--- config.mk ---
export PLATFORM = sky130hd
export DESIGN_NAME = user_login
export DESIGN_NICKNAME = d
export VERILOG_FILES = /design/src/rtl/user_login.sv
export SDC_FILE = /design/constraint.sdc
export NUM_CORES = 1
export LEC_CHECK = 0
export ABC_AREA = 1
export CAP_MARGIN = 20
export CORE_MARGIN = 2
export CORE_UTILIZATION = 45
export CTS_CLUSTER_DIAMETER = 80
export DETAILED_ROUTE_END_ITERATION = 10
export GPL_ROUTABILITY_DRIVEN = 0
export HOLD_SLACK_MARGIN = 0.05
export REMOVE_ABC_BUFFERS = 1
export SLEW_MARGIN = 0
export SYNTH_ARGS = -nofsm -noshare
export SYNTH_HDL_FRONTEND = slang
export SYNTH_SLANG_ARGS = --single-unit
--- constraint.sdc ---
create_clock -name clk -period 3.5 [get_ports clk]
set_input_delay 0.525 -clock clk [delete_from_list [all_inputs] [get_ports clk]]
set_output_delay 0.525 -clock clk [all_outputs]
set_load 0.05 [all_outputs]
--- src/rtl/user_login.sv ---
`default_nettype none
// ============================================================================
//  Module   : user_login
//  Purpose  : Password-entry stage following the user-select stage. The guest
//             path grants guest mode at once. The password path collects
//             PW_LEN 4-bit digits, compares them with a stored code, counts
//             failed attempts and imposes a timed lockout after MAX_TRIES
//             consecutive failures.
//  Ports    : clk, rst         - clock, synchronous active-high reset
//             pw_mode          - 1 = password required, 0 = guest
//             digit[3:0]       - digit value, qualified by digit_valid
//             digit_valid      - single-cycle enter strobe
//             access_granted   - sticky, correct password entered
//             guest_mode       - sticky, guest path taken
//             login_fail       - one-cycle pulse per wrong attempt
//             locked_out       - high for LOCK_CYCLES cycles after lockout
//             digit_count[2:0] - digits accepted in current attempt
//             tries_left[2:0]  - attempts remaining before lockout
//  Revision : 1.0 - initial release
// ============================================================================
module user_login #(
    parameter int                    PW_LEN      = 4,
    parameter logic [4*PW_LEN-1:0]   PASSWORD    = 16'h1234,
    parameter int                    MAX_TRIES   = 3,
    parameter int unsigned           LOCK_CYCLES = 50000000
) (
    input  logic       clk,
    input  logic       rst,
    input  logic       pw_mode,
    input  logic [3:0] digit,
    input  logic       digit_valid,
    output logic       access_granted,
    output logic       guest_mode,
    output logic       login_fail,
    output logic       locked_out,
    output logic [2:0] digit_count,
    output logic [2:0] tries_left
);

    // digit_count is 3 bits wide, so with PW_LEN=8 it wraps to 0 on the final
    // digit; the last-digit test therefore looks at the count before the
    // increment rather than after it.
    localparam logic [2:0]  C_LAST_IDX  = 3'(PW_LEN - 1);
    localparam logic [2:0]  C_MAX_TRIES = 3'(MAX_TRIES);
    localparam logic [31:0] C_LOCK_LOAD = 32'(LOCK_CYCLES - 1);

    typedef enum logic [2:0] {
        S_IDLE  = 3'd0,
        S_GUEST = 3'd1,
        S_ENTER = 3'd2,
        S_CHECK = 3'd3,
        S_FAIL  = 3'd4,
        S_LOCK  = 3'd5,
        S_GRANT = 3'd6
    } state_t;

    state_t                r_state;
    logic [4*PW_LEN-1:0]   r_buffer;
    logic [31:0]           r_lock_cnt;
    logic [4*PW_LEN-1:0]   w_next_buf;

    // Shift the new digit in at the LS nibble so the first digit entered ends
    // up in the MS nibble, matching the layout of PASSWORD.
    generate
        if (PW_LEN == 1) begin : g_shift_single
            assign w_next_buf = digit;
        end else begin : g_shift_multi
            assign w_next_buf = {r_buffer[4*PW_LEN-5:0], digit};
        end
    endgenerate

    // All outputs are registered and updated on the same edge as the state
    // transition, so each one reflects the state being entered.
    always_ff @(posedge clk) begin
        if (rst) begin
            r_state        <= S_IDLE;
            r_buffer       <= '0;
            r_lock_cnt     <= '0;
            access_granted <= 1'b0;
            guest_mode     <= 1'b0;
            login_fail     <= 1'b0;
            locked_out     <= 1'b0;
            digit_count    <= 3'd0;
            tries_left     <= C_MAX_TRIES;
        end else begin
            login_fail <= 1'b0;
            case (r_state)
                S_IDLE: begin
                    if (pw_mode) begin
                        r_state <= S_ENTER;
                    end else begin
                        r_state    <= S_GUEST;
                        guest_mode <= 1'b1;
                    end
                end

                S_GUEST: begin
                end

                S_ENTER: begin
                    if (digit_valid) begin
                        r_buffer    <= w_next_buf;
                        digit_count <= digit_count + 3'd1;
                        if (digit_count == C_LAST_IDX) begin
                            r_state <= S_CHECK;
                        end
                    end
                end

                S_CHECK: begin
                    if (r_buffer == PASSWORD) begin
                        r_state        <= S_GRANT;
                        access_granted <= 1'b1;
                    end else begin
                        tries_left <= tries_left - 3'd1;
                        login_fail <= 1'b1;
                        if (tries_left == 3'd1) begin
                            // Last try used up: start the lockout directly.
                            r_state     <= S_LOCK;
                            locked_out  <= 1'b1;
                            r_buffer    <= '0;
                            digit_count <= 3'd0;
                            r_lock_cnt  <= C_LOCK_LOAD;
                        end else begin
                            r_state <= S_FAIL;
                        end
                    end
                end

                S_FAIL: begin
                    r_buffer    <= '0;
                    digit_count <= 3'd0;
                    r_state     <= S_ENTER;
                end

                S_LOCK: begin
                    // Counter was loaded with LOCK_CYCLES-1 on entry, so the
                    // cycle that reads zero is the last of LOCK_CYCLES cycles.
                    if (r_lock_cnt == 32'd0) begin
                        locked_out <= 1'b0;
                        tries_left <= C_MAX_TRIES;
                        r_state    <= S_ENTER;
                    end else begin
                        r_lock_cnt <= r_lock_cnt - 32'd1;
                    end
                end

                S_GRANT: begin
                end

                default: begin
                    r_state <= S_IDLE;
                end
            endcase
        end
    end

endmodule
`default_nettype wire

==> flow_metrics.tcl, run 1 <==
set metrics [dict create \
    start_util 0.458 \
    die_w_um 94.7 \
    timing.rr.start "r_lock_cnt[0]" \
    status "completed" \
    fmax_ghz 0.447 \
    wl_per_cell_um 13.0 \
    die_h_um 94.7 \
    finClkSkew_ps 14.5 \
    cts_resized 0 \
    finalHoldViolCount 0 \
    path_class "flop to flop" \
    slew_viol_final 0 \
    core_um2 8090 \
    antenna_cells 0 \
    relSlewSlack 0.504 \
    grt_max_degree 39 \
    setup-violations-final 0 \
    ios 18 \
    ir_drop_mv 0.437 \
    grt_pass1_vias 3392 \
    vias 3524 \
    critPathLaunchType "flop" \
    overflow 0 \
    dr.first_iter.drc_count 109 \
    hold_buffers 0 \
    antenna_left 0 \
    postCtsSetupBuffers 0 \
    critical_path_arrival_ps 2450 \
    syn-cell-area_um2 3700 \
    synthArstFlopShare 0 \
    yosysWarnings 0 \
    rsz0062_at_grt "no" \
    cts_sinks 61 \
    leakagePower_nw 1.83 \
    grt_use_total 0.217 \
    synthToLayoutAreaGrowth_pct 9.97 \
    crit_chain "inv_1 -> ha_1 -> nand2_4 -> nor2_8 -> nand2_2 -> nor2_4 -> nor2_4 -> nor2_4 -> nor2_1 -> nor2_1 -> nor2_1" \
    avgSynthCellArea_um2 6.46 \
    ys_ff_latch 61 \
    synth-edff-count 0 \
    ys.flop_type "dfxtp_1" \
    power_density_nw_per_um2 572 \
    avgViaCountPerCell 5.09 \
    pwr-share-clk 0.259 \
    clk_path_buf_depth 2 \
    period_share 0.639 \
    worst_pin_slew_ps 743 \
    critPathRequiredTime_ps 3710 \
    dr.pass1.iters 4 \
    synth_cell_types 31 \
    crit_fanout 31 \
    p_sw_frac 0.402 \
    cts_made_buffers 9 \
    ctsRootBufferMaster "clkbuf_8" \
    comb_power_share 0.357 \
    crit_start "r_lock_cnt[0]" \
    internal_power_mw 1.39 \
    hold_slack_ps 453 \
    wl_um 8990 \
    h-tree-depth 3 \
    numPortBuffers 17 \
    cts_tree "yes" \
    final_layout_size_suffix_gt1_frac 0.114 \
    crit_path_end_kind "flop" \
    rows 33 \
    antenna_found_initial 0 \
    nets 596 \
    final_cell_mix "nor2_1 (127), nand2_1 (124), dfxtp_1 (61)" \
    crit_family "simple AND/OR/NAND/NOR gates" \
    netlist_instances 573 \
    layout_commonest_cell "nor2_1" \
    die_area_um2 8970 \
    tns_ps 0 \
    switching_power_mw 0.936 \
    period_needed_ps 2230 \
    drc_errors 0 \
    crit_slowest_cell "nor2_4" \
    clk_latency_ps 350 \
    seq_power_share 0.383 \
    fin_util 0.503 \
    yosysSeqAreaShare 0.330 \
    hpwl_um 6130 \
    grt_pass1_wl_um 15300 \
    hold_path_class "flop to flop" \
    hold_start "guest_mode" \
    clk_pin_slew_ps 70 \
    maxCapViolCount 0 \
    cp.buffers_inverters 1 \
    cpPeakStageDelay_ps 580 \
]
-- Yosys cell counts (all sizes together), types with 2 or more instances --
cell      n  area [um2]
ha        5        62.6
xor2      9        78.8
nand3    33         175
xnor2     6        52.6
nor3      3        15.0
clkbuf    7        26.3
inv      58         218
nand4     8        50.1
a21oi    48         289
dfxtp    61        1220
nor2    146         643
o211ai    2        15.0
buf      12        95.1
o21ai    40         223
nand2   131         514
-- final cells by class --
class / count / area (um2)
timing repair buffer: 18 / 173
fill: 859 / 4020
clock inverter: 4 / 31.3
multi-input combinational: 434 / 2140
clock buffer: 12 / 155
inverter: 59 / 221
tap: 105 / 131
sequential: 61 / 1220
-- metal layers --
metal	track usage	share of wire	routed length (um)
met1	0.271	0.47	4270
met2	0.378	0.48	4290
met3	0.0303	0.033	296
met4	0.0833	0.016	144
met5	0	0	0
-- state kept, by name, summed over array words and instances (netlist names) --
| register | cells |
|---|---|
| r_lock_cnt | 32 |
| locked_out | 1 |
| tries_left | 3 |
| access_granted | 1 |
| r_buffer | 16 |
| digit_count | 3 |
| guest_mode | 1 |
| r_state | 3 |
| login_fail | 1 |
-- worst paths after layout --
kind / to / slack, ps / cells past startpoint
max: r_lock_cnt[27] / 1270 / 11
min: guest_mode / 450 / 2
min reg2reg: guest_mode / 450 / 2
max reg2reg: r_lock_cnt[27] / 1270 / 11
-- power groups by stage --
| stage | Clock, mW | Combinational (mW) | Sequential (mW) |
|---|---|---|---|
| after global routing | 0.643 | 0.949 | 0.907 |
| final | 0.604 | 0.832 | 0.893 |
| after CTS | 0.614 | 0.835 | 0.893 |
| after detailed placement | 0 | 0.829 | 0.907 |
| after floorplan | 0 | 0.562 | 0.975 |
| after global placement | 0 | 0.826 | 0.906 |
-- tightest hold or removal path, delay by kind of cell (launching register included) --
kind                   cells  cell delay [ps]
buffers and inverters      1               40
DFF                        1              310
AOI/OAI and AO/OA          1               50
-- per-stage QoR --
step / cells / area (um2) / worst slack [ps] / power [mW]
CTS: 693 / 4070 / 1260 / 2.34
floorplan: 554 / 3580 / 1450 / 1.54
finish: 693 / 4070 / 1270 / 2.33
global route: 693 / 4070 / 955 / 2.50
global placement: 677 / 3890 / 1270 / 1.73
detailed placement: 677 / 3890 / 1270 / 1.74
-- cell families after synthesis --
| group | after synthesis | synth area share |
|---|---|---|
| AOI/OAI and AO/OA | 91 | 0.144 |
| xor gates and xnor gates | 15 | 0.0355 |
| adders and majority gates | 5 | 0.0169 |
| buffers and inverters | 78 | 0.0926 |
| DFF | 61 | 0.330 |
| and+or+nand+nor | 323 | 0.381 |
(Power assumes the default switching activity.)
==> inputs of run 2 (changes only) <==
==> constraint.sdc (replaced) <==
create_clock -name clk -period 2.28 [get_ports clk]
set_input_delay 0.342 -clock clk [delete_from_list [all_inputs] [get_ports clk]]
set_output_delay 0.342 -clock clk [all_outputs]
set_load 0.05 [all_outputs]
==> run 2 against run 1 <==
Via count down 0.14%. Worst hold slack worse by 1.1 ps. Sequential power up 55%. Worst setup slack worse by 950 ps. Sequential share of layout area down 0.42 points. Critical endpoint is now r_lock_cnt[5].
==> flow_metrics.tcl, run 2 (synthesized netlist as in run 1, its figures left out) <==
set metrics [dict create \
    cts_made_buffers 9 \
    hold_buffers 0 \
    grt_max_degree 39 \
    grt_pass1_wl_um 15600 \
    power_mw 3.58 \
    relSlewSlack 0.580 \
    comb_power_share 0.370 \
    clk_latency_ps 350 \
    crit_slowest_cell "ha_1" \
    worst_pin_slew_ps 630 \
    fmax_ghz 0.508 \
    switching_power_mw 1.45 \
    avgViaCountPerCell 5.03 \
    critical_path_arrival_ps 2180 \
    core_um2 8090 \
    die_area_um2 8970 \
    final_cell_mix "nor2_1 (127), nand2_1 (124), dfxtp_1 (61)" \
    crit_path_end_kind "flop" \
    critPathLaunchType "flop" \
    p_sw_frac 0.407 \
    ctsRootBufferMaster "clkbuf_8" \
    die_h_um 94.7 \
    crit_fanout 31 \
    reg_top3 "r_lock_cnt x32, r_buffer x16" \
    top_register "r_lock_cnt" \
    worst_slack_ps 311 \
    internal_power_mw 2.12 \
    finClkSkew_ps 12.6 \
    numPortBuffers 17 \
    final_cells 699 \
    period_share 0.864 \
    cts_tree "yes" \
    dr.first_iter.drc_count 102 \
    dr.pass1.iters 5 \
    crit_chain "inv_1 -> ha_1 -> nand2_4 -> nor2_8 -> nand2_2 -> o21ai_4 -> nand2_2 -> buf_4 -> o21ai_0 -> a21oi_1" \
    finalHoldViolCount 0 \
    wl_per_cell_um 12.8 \
    final_layout_size_suffix_gt1_frac 0.125 \
    antenna_left 0 \
    grt_use_total 0.221 \
    status "completed" \
    nets 602 \
    setup-violations-final 0 \
    rows 33 \
    largest_register_ffs 32 \
    start_util 0.458 \
    path_class "flop to flop" \
    ir_drop_mv 0.675 \
    critPathMostFrequentCell "nand2_2" \
    tns_ps 0 \
    leakagePower_nw 1.87 \
    h-tree-depth 3 \
    cts_resized 0 \
    critPathRequiredTime_ps 2490 \
    place_inst 683 \
    antenna_found_initial 0 \
    die_w_um 94.7 \
    overflow 0 \
    clk_pin_slew_ps 80 \
    drc_errors 0 \
    hold_path_class "flop to flop" \
    vias 3519 \
    hpwl_um 6310 \
    slew_viol_final 0 \
    place_ws_ps 311 \
    layout_commonest_cell "nor2_1" \
    period_needed_ps 1970 \
    ios 18 \
    rsz0062_at_grt "no" \
    seq_power_share 0.385 \
    synthToLayoutAreaGrowth_pct 11.5 \
    clk_path_buf_depth 2 \
    power_density_nw_per_um2 866 \
    fin_util 0.510 \
    pwr-share-clk 0.246 \
    cts_sinks 61 \
    cpPeakStageDelay_ps 320 \
    grt_pass1_vias 3427 \
    postCtsSetupBuffers 0 \
    wl_um 8970 \
    maxCapViolCount 0 \
    antenna_cells 0 \
]
==> run 2: cell count changes in the layout (fill, tap and decap cells not counted), sizes merged <==
cell    delta
clkinv     +2
inv        +1
buf        +6
clkbuf     -3
==> run 2: cell type report <==
type                            instances  area [um2]
Fill cell                             832        3960
Multi-Input combinational cell        434        2140
Sequential cell                        61        1220
Timing Repair Buffer                   24         243
Inverter                               59         221
Tap cell                              105         131
Clock buffer                            9         124
Clock inverter                          7        50.0
==> run 2: through the flow <==
stage,hold slack [ps],instance area [um2]
after floorplan,404,3580
after global placement,439,3960
after detailed placement,445,3960
after CTS,455,4130
after global routing,468,4130
final,452,4130
==> run 2: worst paths after layout <==
| check | slack (ps) | cells after the start | end | from |
|---|---|---|---|---|
| min | 450 | 2 | guest_mode | guest_mode |
| min reg2reg | 450 | 2 | guest_mode | guest_mode |
| max reg2reg | 310 | 10 | r_lock_cnt[5] | r_lock_cnt[0] |
| max | 310 | 10 | r_lock_cnt[5] | r_lock_cnt[0] |
==> run 2: power by group through the flow <==
stage / Clock [mW] / Combinational (mW) / Sequential [mW]
global placement: 0 / 1.31 / 1.39
global route: 0.954 / 1.51 / 1.40
CTS: 0.904 / 1.33 / 1.37
finish: 0.878 / 1.32 / 1.38
floorplan: 0 / 0.863 / 1.50
detailed placement: 0 / 1.33 / 1.39
==> run 2: worst max-delay path, delay by kind of cell, from the launching register on <==
family          cells  cell delay, ps
buf+inv             2             330
compound gates      3             430
fa+ha+maj           1             320
flops               1             300
simple gates        4             430
==> run 2: routing by layer <==
layer,part of all wire,vias to the layer above,global-route usage
met4,0.027,0,0.112
met3,0.039,19,0.0351
met5,0,-,0
li1,-,1848,-
met1,0.46,1580,0.277
met2,0.47,72,0.367
==> inputs of run 3 (changes only) <==
--- a/config.mk
+++ b/config.mk
@@ -13,7 +13,6 @@
 export DETAILED_ROUTE_END_ITERATION = 10
 export GPL_ROUTABILITY_DRIVEN = 0
 export HOLD_SLACK_MARGIN = 0.05
-export REMOVE_ABC_BUFFERS = 1
 export SLEW_MARGIN = 0
 export SYNTH_ARGS = -nofsm -noshare
 export SYNTH_HDL_FRONTEND = slang
==> run 3 against run 2 <==
First-iteration DRC count is 14% higher. Global-route usage is 0.25 points lower. Critical path depth stayed put. Die area stayed put. Final cell count is 0.57% higher. Worst hold slack hardly changed. Non-clock buffer count is 4 higher. Final area is 2.3% higher. Sequential power hardly changed. Fmax is 6.4% lower. Clock power is 26% higher. Count of clock-buffer cells in the layout is 3 higher.
==> flow_metrics.tcl, run 3 (synthesized netlist as in run 1, its figures left out) <==
set metrics [dict create \
    overflow 0 \
    critPathLaunchType "flop" \
    antenna_found_initial 0 \
    slew_viol_final 0 \
    synthToLayoutAreaGrowth_pct 14.1 \
    final_layout_size_suffix_gt1_frac 0.129 \
    wl_met1_um 4200 \
    clk_latency_ps 340 \
    top_register "r_lock_cnt" \
    hold_buffers 0 \
    fin_area_um2 4220 \
    dr.max_layer_used "met4" \
    status "completed" \
    path_class "flop to flop" \
    nets 606 \
    cts_made_buffers 9 \
    maxCapViolCount 0 \
    largest_register_ffs 32 \
    drc_errors 0 \
    dr.first_iter.drc_count 116 \
    die_h_um 94.7 \
    layout_commonest_cell "nor2_1" \
    h-tree-depth 3 \
    critPathRequiredTime_ps 2490 \
    avgViaCountPerCell 5.04 \
    hold_path_class "flop to flop" \
    cts_resized 0 \
    ctsRootBufferMaster "clkbuf_8" \
    fmax_ghz 0.475 \
    syn-num-nets 586 \
    clk_path_buf_depth 2 \
    hpwl_um 6540 \
    period_needed_ps 2100 \
    dr.pass1.iters 4 \
    critical_path_arrival_ps 2310 \
    crit_fanout 21 \
    start_util 0.458 \
    cts_sinks 61 \
    wl_met3_um 348 \
    reg_top3 "r_lock_cnt x32, r_buffer x16" \
    numPortBuffers 17 \
    grt_max_degree 39 \
    finClkSkew_ps 12.0 \
    leakagePower_nw 1.93 \
    antenna_left 0 \
    clk_pin_slew_ps 70 \
    grt_use_total 0.219 \
    tns_ps 0 \
    worst_pin_slew_ps 646 \
    die_w_um 94.7 \
    grt_pass1_vias 3383 \
    period_share 0.923 \
    relSlewSlack 0.569 \
    antenna_cells 0 \
    grt_pass1_wl_um 15400 \
    route.met2.wl_um 4460 \
    crit_path_end_kind "flop" \
    power_density_nw_per_um2 905 \
    wl_um 9140 \
    final_cell_mix "nor2_1 (127), nand2_1 (124), dfxtp_1 (61)" \
    rsz0062_at_grt "no" \
    vias 3543 \
    rows 33 \
    postCtsSetupBuffers 0 \
    wl_per_cell_um 13.0 \
    core_um2 8090 \
    placed_cell_area_um2 4000 \
    setup-violations-final 0 \
    ir_drop_mv 0.659 \
    finalHoldViolCount 0 \
    ios 18 \
    die_area_um2 8970 \
    cts_tree "yes" \
]
==> run 3: layout make-up <==
type / instances / area, um2
Tap cell: 105 / 131
Multi-Input combinational cell: 434 / 2140
Clock buffer: 12 / 155
Clock inverter: 4 / 70.1
Sequential cell: 61 / 1220
Timing Repair Buffer: 28 / 285
Fill cell: 837 / 3870
Inverter: 59 / 221
==> run 3: final timing paths <==
check | startpoint | end | slack [ps] | cells past startpoint
worst max register to register | r_lock_cnt[0] | r_lock_cnt[2] | 180 | 10
worst min-delay path | guest_mode | guest_mode | 450 | 2
worst max-delay path | r_lock_cnt[0] | r_lock_cnt[2] | 180 | 10
worst min register to register | guest_mode | guest_mode | 450 | 2
==> run 3: through the flow <==
stage	hold WS, ps	power (mW)	utilization	setup WS (ps)	cells
after floorplan	444	2.42	-	413	573
after global placement	438	2.71	0.494	285	687
after detailed placement	443	2.73	0.494	176	687
after CTS	455	3.85	0.522	160	703
after global routing	483	4.09	0.522	25.0	703
final	451	3.82	0.522	176	703
==> run 3: routing by layer <==
| metal | global-route usage | vias to the layer above |
|---|---|---|
| met5 | 0 | - |
| met1 | 0.262 | 1619 |
| met4 | 0.0749 | 0 |
| li1 | - | 1849 |
| met3 | 0.0487 | 12 |
| met2 | 0.384 | 63 |
==> run 3: critical path, cell delays in order, from the launching register on <==
cell and delay, ps:
dfxtp_1 300, inv_1 90, ha_1 330, nand2_4 120
nor2_8 160, nand2_2 90, o21ai_4 230, nand2_2 230
buf_12 240, o21ai_0 110, a21oi_2 70
==> run 3: power breakdown <==
part | internal [mW] | leakage [nW] | switching (mW) | total, mW
Combinational | 0.479 | 1.32 | 0.853 | 1.33
Sequential | 1.25 | 0.496 | 0.128 | 1.38
Clock | 0.673 | 0.116 | 0.440 | 1.11
